File: src/rtl/mem_arbiter_if.sv
// rtl/mem_arbiter_if.sv - fetch/data requester ports and shared memory port bundle
interface mem_arbiter_if #(
  parameter int ADDR_W = 16
);
  logic              i_req;
  logic [31:0]       i_addr;
  logic              i_gnt;
  logic              i_rvalid;
  logic [31:0]       i_rdata;
  logic              d_req;
  logic              d_we;
  logic [3:0]        d_be;
  logic [31:0]       d_addr;
  logic [31:0]       d_wdata;
  logic              d_gnt;
  logic              d_rvalid;
  logic [31:0]       d_rdata;
  logic              d_err;
  logic              mem_en;
  logic              mem_we;
  logic [3:0]        mem_be;
  logic [ADDR_W-1:0] mem_addr;
  logic [31:0]       mem_wdata;
  logic [31:0]       mem_rdata;

  modport slave (
    input  i_req, i_addr, d_req, d_we, d_be, d_addr, d_wdata, mem_rdata,
    output i_gnt, i_rvalid, i_rdata, d_gnt, d_rvalid, d_rdata, d_err,
    output mem_en, mem_we, mem_be, mem_addr, mem_wdata
  );

  modport master (
    output i_req, i_addr, d_req, d_we, d_be, d_addr, d_wdata, mem_rdata,
    input  i_gnt, i_rvalid, i_rdata, d_gnt, d_rvalid, d_rdata, d_err,
    input  mem_en, mem_we, mem_be, mem_addr, mem_wdata
  );
endinterface

File: src/rtl/mem_arbiter.sv
// rtl/mem_arbiter.sv - two-port (fetch/data) arbiter onto one single-cycle 32-bit memory
module mem_arbiter #(
  parameter int ADDR_W = 16,
  parameter bit FAIR   = 1'b1
) (
  input logic         clk,
  input logic         rst,
  mem_arbiter_if.slave bus
);
  logic r_last_d;
  logic r_valid;
  logic r_port_d;
  logic r_store;
  logic r_err;
  logic r_nop;

  logic w_i_oor;
  logic w_d_oor;
  logic w_d_mis;
  logic w_d_err;
  logic w_pick_i;
  logic w_i_gnt;
  logic w_d_gnt;
  logic w_i_rvalid;
  logic w_d_rvalid;
  logic w_unused;

  assign w_i_oor = |bus.i_addr[31:ADDR_W+2];
  assign w_d_oor = |bus.d_addr[31:ADDR_W+2];
  assign w_d_mis = ((bus.d_be == 4'hF) && (bus.d_addr[1:0] != 2'b00)) ||
                   (((bus.d_be == 4'h3) || (bus.d_be == 4'hC)) && bus.d_addr[0]);
  assign w_d_err = w_d_oor | w_d_mis;
  assign w_unused = ^bus.i_addr[1:0];

  // Fetch wins when alone, or on contention when data was granted last (fair mode only).
  assign w_pick_i = bus.i_req & (~bus.d_req | (FAIR & r_last_d));
  assign w_i_gnt  = rst & w_pick_i;
  assign w_d_gnt  = rst & bus.d_req & ~w_pick_i;

  assign bus.i_gnt     = w_i_gnt;
  assign bus.d_gnt     = w_d_gnt;
  assign bus.mem_en    = (w_i_gnt & ~w_i_oor) | (w_d_gnt & ~w_d_err);
  assign bus.mem_we    = w_d_gnt & bus.d_we & ~w_d_err;
  assign bus.mem_be    = (w_d_gnt & bus.d_we) ? bus.d_be : 4'hF;
  assign bus.mem_addr  = w_i_gnt ? bus.i_addr[ADDR_W+1:2] : bus.d_addr[ADDR_W+1:2];
  assign bus.mem_wdata = bus.d_wdata;

  always_ff @(posedge clk) begin
    if (!rst) begin
      r_last_d <= 1'b1;
      r_valid  <= 1'b0;
      r_port_d <= 1'b0;
      r_store  <= 1'b0;
      r_err    <= 1'b0;
      r_nop    <= 1'b0;
    end else begin
      r_valid  <= w_i_gnt | w_d_gnt;
      r_port_d <= w_d_gnt;
      r_store  <= w_d_gnt & bus.d_we;
      r_err    <= w_d_gnt & w_d_err;
      r_nop    <= w_i_gnt & w_i_oor;
      if (w_i_gnt | w_d_gnt) begin
        r_last_d <= w_d_gnt;
      end
    end
  end

  // Responses are masked by rst so a response in flight vanishes the moment reset asserts.
  assign w_i_rvalid = rst & r_valid & ~r_port_d;
  assign w_d_rvalid = rst & r_valid & r_port_d;

  assign bus.i_rvalid = w_i_rvalid;
  assign bus.i_rdata  = !w_i_rvalid ? 32'h0 : (r_nop ? 32'h0000_0013 : bus.mem_rdata);
  assign bus.d_rvalid = w_d_rvalid;
  assign bus.d_rdata  = (w_d_rvalid & ~r_store & ~r_err) ? bus.mem_rdata : 32'h0;
  assign bus.d_err    = w_d_rvalid & r_err;
endmodule

File: src/flat_wrapper.sv
// flat-port wrapper written by rule: the top's interface ports become plain ports
module mem_arbiter_flat 
#(
  parameter int ADDR_W = 16,
  parameter bit FAIR   = 1'b1
)
  (clk, rst, bus_i_req, bus_i_addr, bus_d_req, bus_d_we, bus_d_be, bus_d_addr, bus_d_wdata, bus_mem_rdata, bus_i_gnt, bus_i_rvalid, bus_i_rdata, bus_d_gnt, bus_d_rvalid, bus_d_rdata, bus_d_err, bus_mem_en, bus_mem_we, bus_mem_be, bus_mem_addr, bus_mem_wdata);
  mem_arbiter_if #(.ADDR_W(ADDR_W)) bus_i ();
  input logic clk;
  input logic rst;
  input wire logic [$bits(bus_i.i_req)-1:0] bus_i_req;
  input wire logic [$bits(bus_i.i_addr)-1:0] bus_i_addr;
  input wire logic [$bits(bus_i.d_req)-1:0] bus_d_req;
  input wire logic [$bits(bus_i.d_we)-1:0] bus_d_we;
  input wire logic [$bits(bus_i.d_be)-1:0] bus_d_be;
  input wire logic [$bits(bus_i.d_addr)-1:0] bus_d_addr;
  input wire logic [$bits(bus_i.d_wdata)-1:0] bus_d_wdata;
  input wire logic [$bits(bus_i.mem_rdata)-1:0] bus_mem_rdata;
  output wire logic [$bits(bus_i.i_gnt)-1:0] bus_i_gnt;
  output wire logic [$bits(bus_i.i_rvalid)-1:0] bus_i_rvalid;
  output wire logic [$bits(bus_i.i_rdata)-1:0] bus_i_rdata;
  output wire logic [$bits(bus_i.d_gnt)-1:0] bus_d_gnt;
  output wire logic [$bits(bus_i.d_rvalid)-1:0] bus_d_rvalid;
  output wire logic [$bits(bus_i.d_rdata)-1:0] bus_d_rdata;
  output wire logic [$bits(bus_i.d_err)-1:0] bus_d_err;
  output wire logic [$bits(bus_i.mem_en)-1:0] bus_mem_en;
  output wire logic [$bits(bus_i.mem_we)-1:0] bus_mem_we;
  output wire logic [$bits(bus_i.mem_be)-1:0] bus_mem_be;
  output wire logic [$bits(bus_i.mem_addr)-1:0] bus_mem_addr;
  output wire logic [$bits(bus_i.mem_wdata)-1:0] bus_mem_wdata;
  assign bus_i.i_req = bus_i_req;
  assign bus_i.i_addr = bus_i_addr;
  assign bus_i.d_req = bus_d_req;
  assign bus_i.d_we = bus_d_we;
  assign bus_i.d_be = bus_d_be;
  assign bus_i.d_addr = bus_d_addr;
  assign bus_i.d_wdata = bus_d_wdata;
  assign bus_i.mem_rdata = bus_mem_rdata;
  assign bus_i_gnt = bus_i.i_gnt;
  assign bus_i_rvalid = bus_i.i_rvalid;
  assign bus_i_rdata = bus_i.i_rdata;
  assign bus_d_gnt = bus_i.d_gnt;
  assign bus_d_rvalid = bus_i.d_rvalid;
  assign bus_d_rdata = bus_i.d_rdata;
  assign bus_d_err = bus_i.d_err;
  assign bus_mem_en = bus_i.mem_en;
  assign bus_mem_we = bus_i.mem_we;
  assign bus_mem_be = bus_i.mem_be;
  assign bus_mem_addr = bus_i.mem_addr;
  assign bus_mem_wdata = bus_i.mem_wdata;
  mem_arbiter #(.ADDR_W(ADDR_W), .FAIR(FAIR)) u_core (.clk(clk), .rst(rst), .bus(bus_i));
endmodule
File: config.mk
export PLATFORM = sky130hd
export DESIGN_NAME = mem_arbiter_flat
export DESIGN_NICKNAME = d
export VERILOG_FILES = /design/src/rtl/mem_arbiter_if.sv /design/src/rtl/mem_arbiter.sv /design/src/flat_wrapper.sv
export SDC_FILE = /design/constraint.sdc
export NUM_CORES = 1
export LEC_CHECK = 0
export BUFFER_PORTS_ARGS = -buffer_cell sky130_fd_sc_hd__buf_4
export CORE_AREA = 2 2 100 102
export DETAILED_ROUTE_END_ITERATION = 8
export DIE_AREA = 0 0 102 104
export HOLD_SLACK_MARGIN = 0.1
export MAX_ROUTING_LAYER = met4
export PLACE_DENSITY = 0.58
export SYNTH_ARGS = -nofsm -noshare
export SYNTH_HDL_FRONTEND = slang
export SYNTH_SLANG_ARGS = --single-unit
File: constraint.sdc
create_clock -name clk -period 1.8 [get_ports clk]
set_input_delay 0.36 -clock clk [delete_from_list [all_inputs] [get_ports clk]]
set_output_delay 0.36 -clock clk [all_outputs]
set_load 0.02 [all_outputs]
==> run_results.csv, run 1 <==
group,metric,value,unit
setup_path,worst-r2r-cell-count,4,
timing,rsz0062_at_grt,"true",
clock_network,cts_buffer_depth,2,
floorplan,die_height,104,µm
grt,grt_max_degree,30,
setup_path,worst-path-max-fanout,3,
floorplan,io_pins,260,
setup_path,critPathKind,"input pin to primary output",
setup_path,crit_start,"bus_d_addr[18]",
detailed_routing,viasPerCell,3.83,
place,detailed_place_hpwl,4.59,mm
outcome,violations,"negative setup slack",
clock_network,htree_levels,1,
clock_network,cts_tree,"built",
floorplan,die-area,10600,µm²
yosys,ys_warn_count,0,
detailed_routing,dr_total_vias,1818,
timing,min_period_over_period,1.09,
final_layout,drive_above_1_share,0.775,
place,gp_congestion,0.744,
timing,fmax,512,MHz
final_layout,n_fill_cell,993,
setup_path,crit_path_end,"bus_mem_we",
floorplan,fp-row-count,36,
setup_path,critPathLaunchType,"input pin",
yosys,ys_ff_latch,6,
yosys,syn_nets,306,
detailed_routing,drt_iter0_markers,26,
yosys,avgSynthCellArea,7.55,µm²
timing,setup_tns,-1.68,ns
final_layout,diodes,0,
timing,fin_crit,1.95,ns
setup_path,r2r-start,"u_core.r_last_d$_SDFFE_PN1P_",
flow_run,cap_violations,0,
place,numPortBuffers,193,
setup_path,timing.rr.end,"u_core.r_nop$_SDFF_PN0_",
floorplan,start_util,0.134,
grt,grt_pass1_wl,8.96,mm
detailed_routing,ant_nets,0,
setup_path,endpoint_kind,"primary output",
floorplan,core_region_area,9550,µm²
outcome,outcome,"finished, violations left",
timing,setup_viol,34,
clock_network,clk_latency,0.22,ns
power,p_leak,1.70,nW
grt,grt-ovfl-total,0,
power,p_per_area,289,nW/µm²
yosys,yosysUniqueCellTypes,30,
clock_network,clock_sinks,6,
floorplan,die_w,102,µm
clock_network,cts_buffers,3,
final_layout,instances_no_fill,475,
detailed_routing,drt-total-wl,6.29,mm
final_layout,area_growth,155,%
clock_network,cts-root-buf,"clkbuf_8",
worst_hold_path,hp-class,"input pin to register",
timing,final-hold-violation-count,0,
setup_path,r2r_slack,0.71,ns
detailed_routing,firstDrtPassIters,4,
yosys,syn_inst,169,
timing,worst_slew_pin_slew,0.484,ns
timing,relSlewSlack,0.675,
setup_path,cp_data_required_time,1.44,ns
detailed_routing,drc_errors,0,
timing,report.final.slew_viol_count,0,
clock_network,ctsHoldBuffers,0,
yosys,syn_area,1280,µm²
clock_network,clk_pin_slew,0.04,ns
yosys,synth-seq-area-share,0.0941,
final_layout,nets,481,
grt,antenna_found_initial,0,
place,dp.cells,464,
timing,fin_skew,0.00322,ns
detailed_routing,routedWlPerCell,13.3,µm
grt,grt_usage,0.111,
setup_path,crit_arrival,1.59,ns
timing,setup_ws,-0.155,ns
grt,first_global_vias,1780,
power,vdd_ir_drop_max,0.229,mV
-- cells in the mapped netlist, drive strengths merged --
master	instances	area (µm²)
and3	1	6.26
buf	34	253
or4	1	7.51
o21a	3	22.5
dfxtp	6	120
or2	4	25.0
nor4bb	2	20.0
o22ai	1	6.26
nor3	2	20.0
clkbuf	5	23.8
o21ai	1	5.00
and4	1	8.76
nor4	5	31.3
nand4	2	18.8
nor2	8	30.0
inv	4	15.0
nand3b	1	7.51
o211ai	2	28.8
nand2b	2	12.5
and2	62	388
mux2	16	180
a21oi	2	13.8
nand2	2	7.51
nor2b	1	6.26
nor3b	1	18.8
-- power by group --
| part | leakage [nW] | switching [mW] | internal [mW] |
|---|---|---|---|
| combinational | 1.63 | 0.238 | 0.355 |
| sequential | 0.0504 | 0.00740 | 0.142 |
| clock | 0.0216 | 0.0523 | 0.143 |
| total | 1.70 | 0.298 | 0.641 |
-- logic make-up after synthesis --
kind of cell | synth area share
compound gates | 0.0598
simple gates | 0.476
flops | 0.0941
buf+inv | 0.228
mux | 0.141
-- worst max-delay path: stages --
cell     delay [ns]
buf_6          0.09
or4_4          0.53
nor3_4         0.16
nand4_4        0.15
nor3_4         0.16
buf_6          0.14
-- metal layers --
layer  vias to the layer above  GRT usage  part of all wire
li1                        872          -                 -
met1                       809      0.108              0.34
met2                       131      0.217              0.56
met3                         6     0.0181             0.089
met4                         0     0.0362             0.011
met5                         -          -                 0
-- area by class of cell --
class                      instances  area, µm²  share of cell area
multi-input combinational        120       1030               0.316
tap                              133        166              0.0512
inverter                           4       15.0             0.00462
sequential                         6        126              0.0389
clock buffer                       3       41.3              0.0127
timing repair buffer             209       1870               0.576
-- cells in the final DEF, fill, tap and decap left out, types with 2 or more instances in the layout --
cell type and count:
nor4_1 5, buf_6 59, nor4bb_1 2, nor3_4 2, nand2b_1 2, and2_4 19, mux2_4 16, and2_1 43
dfxtp_1 3, nor2_1 7, o21a_1 3, inv_1 4, or2_2 3, buf_4 145, buf_12 2, dfxtp_2 2
buf_16 2, clkbuf_8 3
-- metrics by stage --
stage | worst slack [ns] | total power, mW | instance area [µm²] | util | hold WS, ns
6_report | -0.155 | 0.938 | 3250 | 0.340 | 0.358
5_1_grt | -0.221 | 0.996 | 3250 | 0.340 | 0.360
4_1_cts | -0.165 | 0.940 | 3230 | 0.338 | 0.355
3_5_place_dp | -0.195 | 0.652 | 2730 | 0.285 | 0.540
3_3_place_gp | -0.205 | 0.647 | 2730 | 0.285 | 0.530
2_1_floorplan | 0.0142 | 0.442 | 1290 | - | 0.449
-- worst min path at each step --
| stage | to | slack (ns) | startpoint | depth (start not counted) |
|---|---|---|---|---|
| after global placement | u_core.r_port_d$_SDFF_PN0_ | 0.53 | u_core.r_last_d$_SDFFE_PN1P_ | 1 |
| after global routing | u_core.r_valid$_SDFF_PN0_ | 0.36 | bus_d_req | 2 |
| final | u_core.r_valid$_SDFF_PN0_ | 0.36 | bus_d_req | 2 |
| after CTS | u_core.r_valid$_SDFF_PN0_ | 0.35 | bus_d_req | 2 |
| after detailed placement | u_core.r_port_d$_SDFF_PN0_ | 0.54 | u_core.r_last_d$_SDFFE_PN1P_ | 1 |
| after floorplan | u_core.r_last_d$_SDFFE_PN1P_ | 0.45 | rst | 1 |
-- registers in the layout, indices dropped and copies added (netlist names) --
register	cells
u_core.r_store	1
u_core.r_valid	1
u_core.r_port_d	1
u_core.r_last_d	1
u_core.r_nop	1
u_core.r_err	1
-- repair_timing --
action                     in CTS  in global routing
gates resized for setup        92                 19
setup buffers                   6                  0
pin swaps                      18                  5
cloned                          4                  1
setup endpoints to repair      50                 71
No activity file was read; power rests on OpenSTA's default activity.
==> run 2, diff against run 1 <==
ABC_AREA = 1   (was not set)
PLACE_DENSITY = 0.59   (was 0.58)
==> run_results.csv, run 2 <==
group,metric,value,unit
outcome,outcome,"finished, final reports clean",
clock_network,cts_tree,"built",
place,postPlaceCellArea,2740,µm²
setup_path,critPathLaunchType,"input pin",
yosys,synth.most_common_cell,"nand2_1",
detailed_routing,ant_nets,0,
yosys,synth_top_area_frac,0.197,
grt,met3_usage,0.0289,
yosys,ys_warn_count,0,
timing,rsz0062_at_grt,"false",
worst_hold_path,whs_path_depth,2,
final_layout,nets,566,
yosys,yosys-top-cells-area,"nand2_1, nor2_1, buf_4, inv_1, nor2_4",
yosys,synth_flop_cell,"dfxtp_1",
grt,grt_max_degree,33,
final_layout,final_cell_area,2890,µm²
timing,final-hold-violation-count,0,
yosys,synthXorXnorAreaFrac,0,
setup_path,worst-path-max-fanout,2,
setup_path,crit_arrival,1.37,ns
timing,min_period_over_period,0.962,
setup_path,path_depth,8,
grt,antenna_found_initial,0,
place,numPortBuffers,193,
final_layout,drive_above_1_share,0.536,
timing,setup_ws,0.0683,ns
clock_network,ctsHoldBuffers,0,
clock_network,clock_sinks,6,
grt,grt-ovfl-total,0,
final_layout,layout_commonest_cell,"buf_4",
clock_network,htree_levels,1,
yosys,synth-adder-area-share,0,
yosys,synth-seq-area-share,0.0890,
detailed_routing,routedWlPerCell,9.88,µm
yosys,synthSimpleGateAreaFrac,0.537,
floorplan,core_region_area,9550,µm²
yosys,synth_area_leader_cell,"nand2_1",
detailed_routing,drc_errors,0,
setup_path,crit_buf_inv,2,
setup_path,cpPeakStageDelay,0.28,ns
setup_path,crit_family,"simple AND/OR/NAND/NOR gates",
floorplan,io_pins,260,
place,gp_congestion,0.686,
timing,fin_crit,1.73,ns
grt,grt_pass1_wl,7.62,mm
place,detailed_place_hpwl,4.71,mm
detailed_routing,firstDrtPassIters,4,
floorplan,start_util,0.141,
yosys,syn_nets,399,
setup_path,crit_chain,"buf_4, or2_2, nor2_1, nand2_1, nor2_2, nand2_1, nor2_1, buf_4",
worst_hold_path,hp-class,"input pin to register",
timing,setup_tns,0,ns
detailed_routing,drt_iter0_markers,31,
grt,first_global_vias,1775,
yosys,synth_enable_flop_cells,0,
yosys,async_reset_ff_frac,0,
detailed_routing,drt-total-wl,5.53,mm
timing,fin_skew,0.000341,ns
floorplan,fp-row-count,36,
timing,report.final.slew_viol_count,0,
floorplan,die-area,10600,µm²
timing,relSlewSlack,0.842,
detailed_routing,viasPerCell,3.65,
yosys,synth_top_family_by_area,"simple AND/OR/NAND/NOR gates",
setup_path,critPathKind,"input pin to primary output",
final_layout,area_growth,114,%
clock_network,cts-root-buf,"clkbuf_8",
power,p_leak,1.75,nW
final_layout,instances_no_fill,560,
final_layout,final_cell_mix,"buf_4, nand2_1, nor2_1",
setup_path,endpoint_kind,"primary output",
clock_network,cts_buffer_depth,2,
flow_run,cap_violations,0,
yosys,ys_ff_latch,6,
place,dp.cells,553,
power,vdd_ir_drop_max,0.190,mV
yosys,yosysUniqueCellTypes,20,
setup_path,critPathSlowestCell,"or2_2",
final_layout,final_util,0.303,
clock_network,cts_buffers,3,
power,p_per_area,314,nW/µm²
yosys,syn_inst,262,
yosys,synth_compound_area_frac,0.0241,
detailed_routing,dr_total_vias,2043,
grt,grtUsageMet1,0.0860,
place,pre_cts_slack,0.0382,ns
grt,grt_busiest_layer,"met2",
timing,worst_slew_pin_slew,0.236,ns
yosys,ys_top_cells_by_count,"nand2_1, nor2_1, inv_1",
yosys,muxShareOfSynthArea,0,
power,power,906,µW
setup_path,worst-r2r-cell-count,7,
timing,fmax,577,MHz
grt,grtUsageMet2,0.172,
grt,grt_usage,0.0883,
floorplan,die_w,102,µm
floorplan,die_height,104,µm
yosys,avgSynthCellArea,5.15,µm²
final_layout,diodes,0,
clock_network,clk_latency,0.22,ns
timing,whs,0.386,ns
clock_network,clk_pin_slew,0.03,ns
yosys,syn_area,1350,µm²
timing,setup_viol,0,
setup_path,cp_data_required_time,1.44,ns
final_layout,n_fill_cell,1037,
-- run 2: cell types whose count changed in the layout (fill, tap and decap cells not counted), moves of 4 or more --
cell     change
buf_4       +50
and2_4      -19
nor2_1      +59
nor2_4      +11
nand2_1     +68
and2_1      -43
buf_6       -58
mux2_4      -16
nand3_1      +4
inv_1       +41
nor4_1       -5
-- run 2: kinds of logic (layout without fill, tap and decap cells) --
kind of cell	after synthesis	after routing
compound gates	6	6
flops	6	6
buf+inv	87	252
simple gates	163	163
-- run 2: repair_timing --
item / 4_1_cts / 5_1_grt
pin swaps: 0 / 2
setup endpoints to repair: 4 / 21
buffers inserted: 0 / 2
resized for setup: 1 / 9
endpoints found under the hold margin: 0 / 0
gates cloned: 0 / 2
-- run 2: layer usage --
| metal | vias to the layer above | share of wire |
|---|---|---|
| li1 | 1045 | - |
| met1 | 866 | 0.36 |
| met2 | 130 | 0.52 |
| met3 | 2 | 0.11 |
| met4 | 0 | 0.0061 |
| met5 | - | 0 |
-- run 2: cell type report --
class                           instances  area, µm²  share of cell area
Timing Repair Buffer                  202       1610               0.556
Inverter                               47        179              0.0619
Multi-Input combinational cell        169        777               0.269
Clock buffer                            3       41.3              0.0143
Sequential cell                         6        120              0.0416
Tap cell                              133        166              0.0576
-- run 2: report_power, final --
part	switching [mW]	internal, mW
registers	0.00340	0.142
logic	0.269	0.296
clock network	0.0530	0.143
total	0.325	0.581
-- run 2: worst paths after layout --
kind         slack (ns)                    startpoint                      endpoint
max                0.07                bus_d_addr[19]                    bus_mem_we
min reg2reg        0.50  u_core.r_last_d$_SDFFE_PN1P_  u_core.r_last_d$_SDFFE_PN1P_
min                0.39                           rst  u_core.r_last_d$_SDFFE_PN1P_
max reg2reg        0.76  u_core.r_last_d$_SDFFE_PN1P_       u_core.r_nop$_SDFF_PN0_
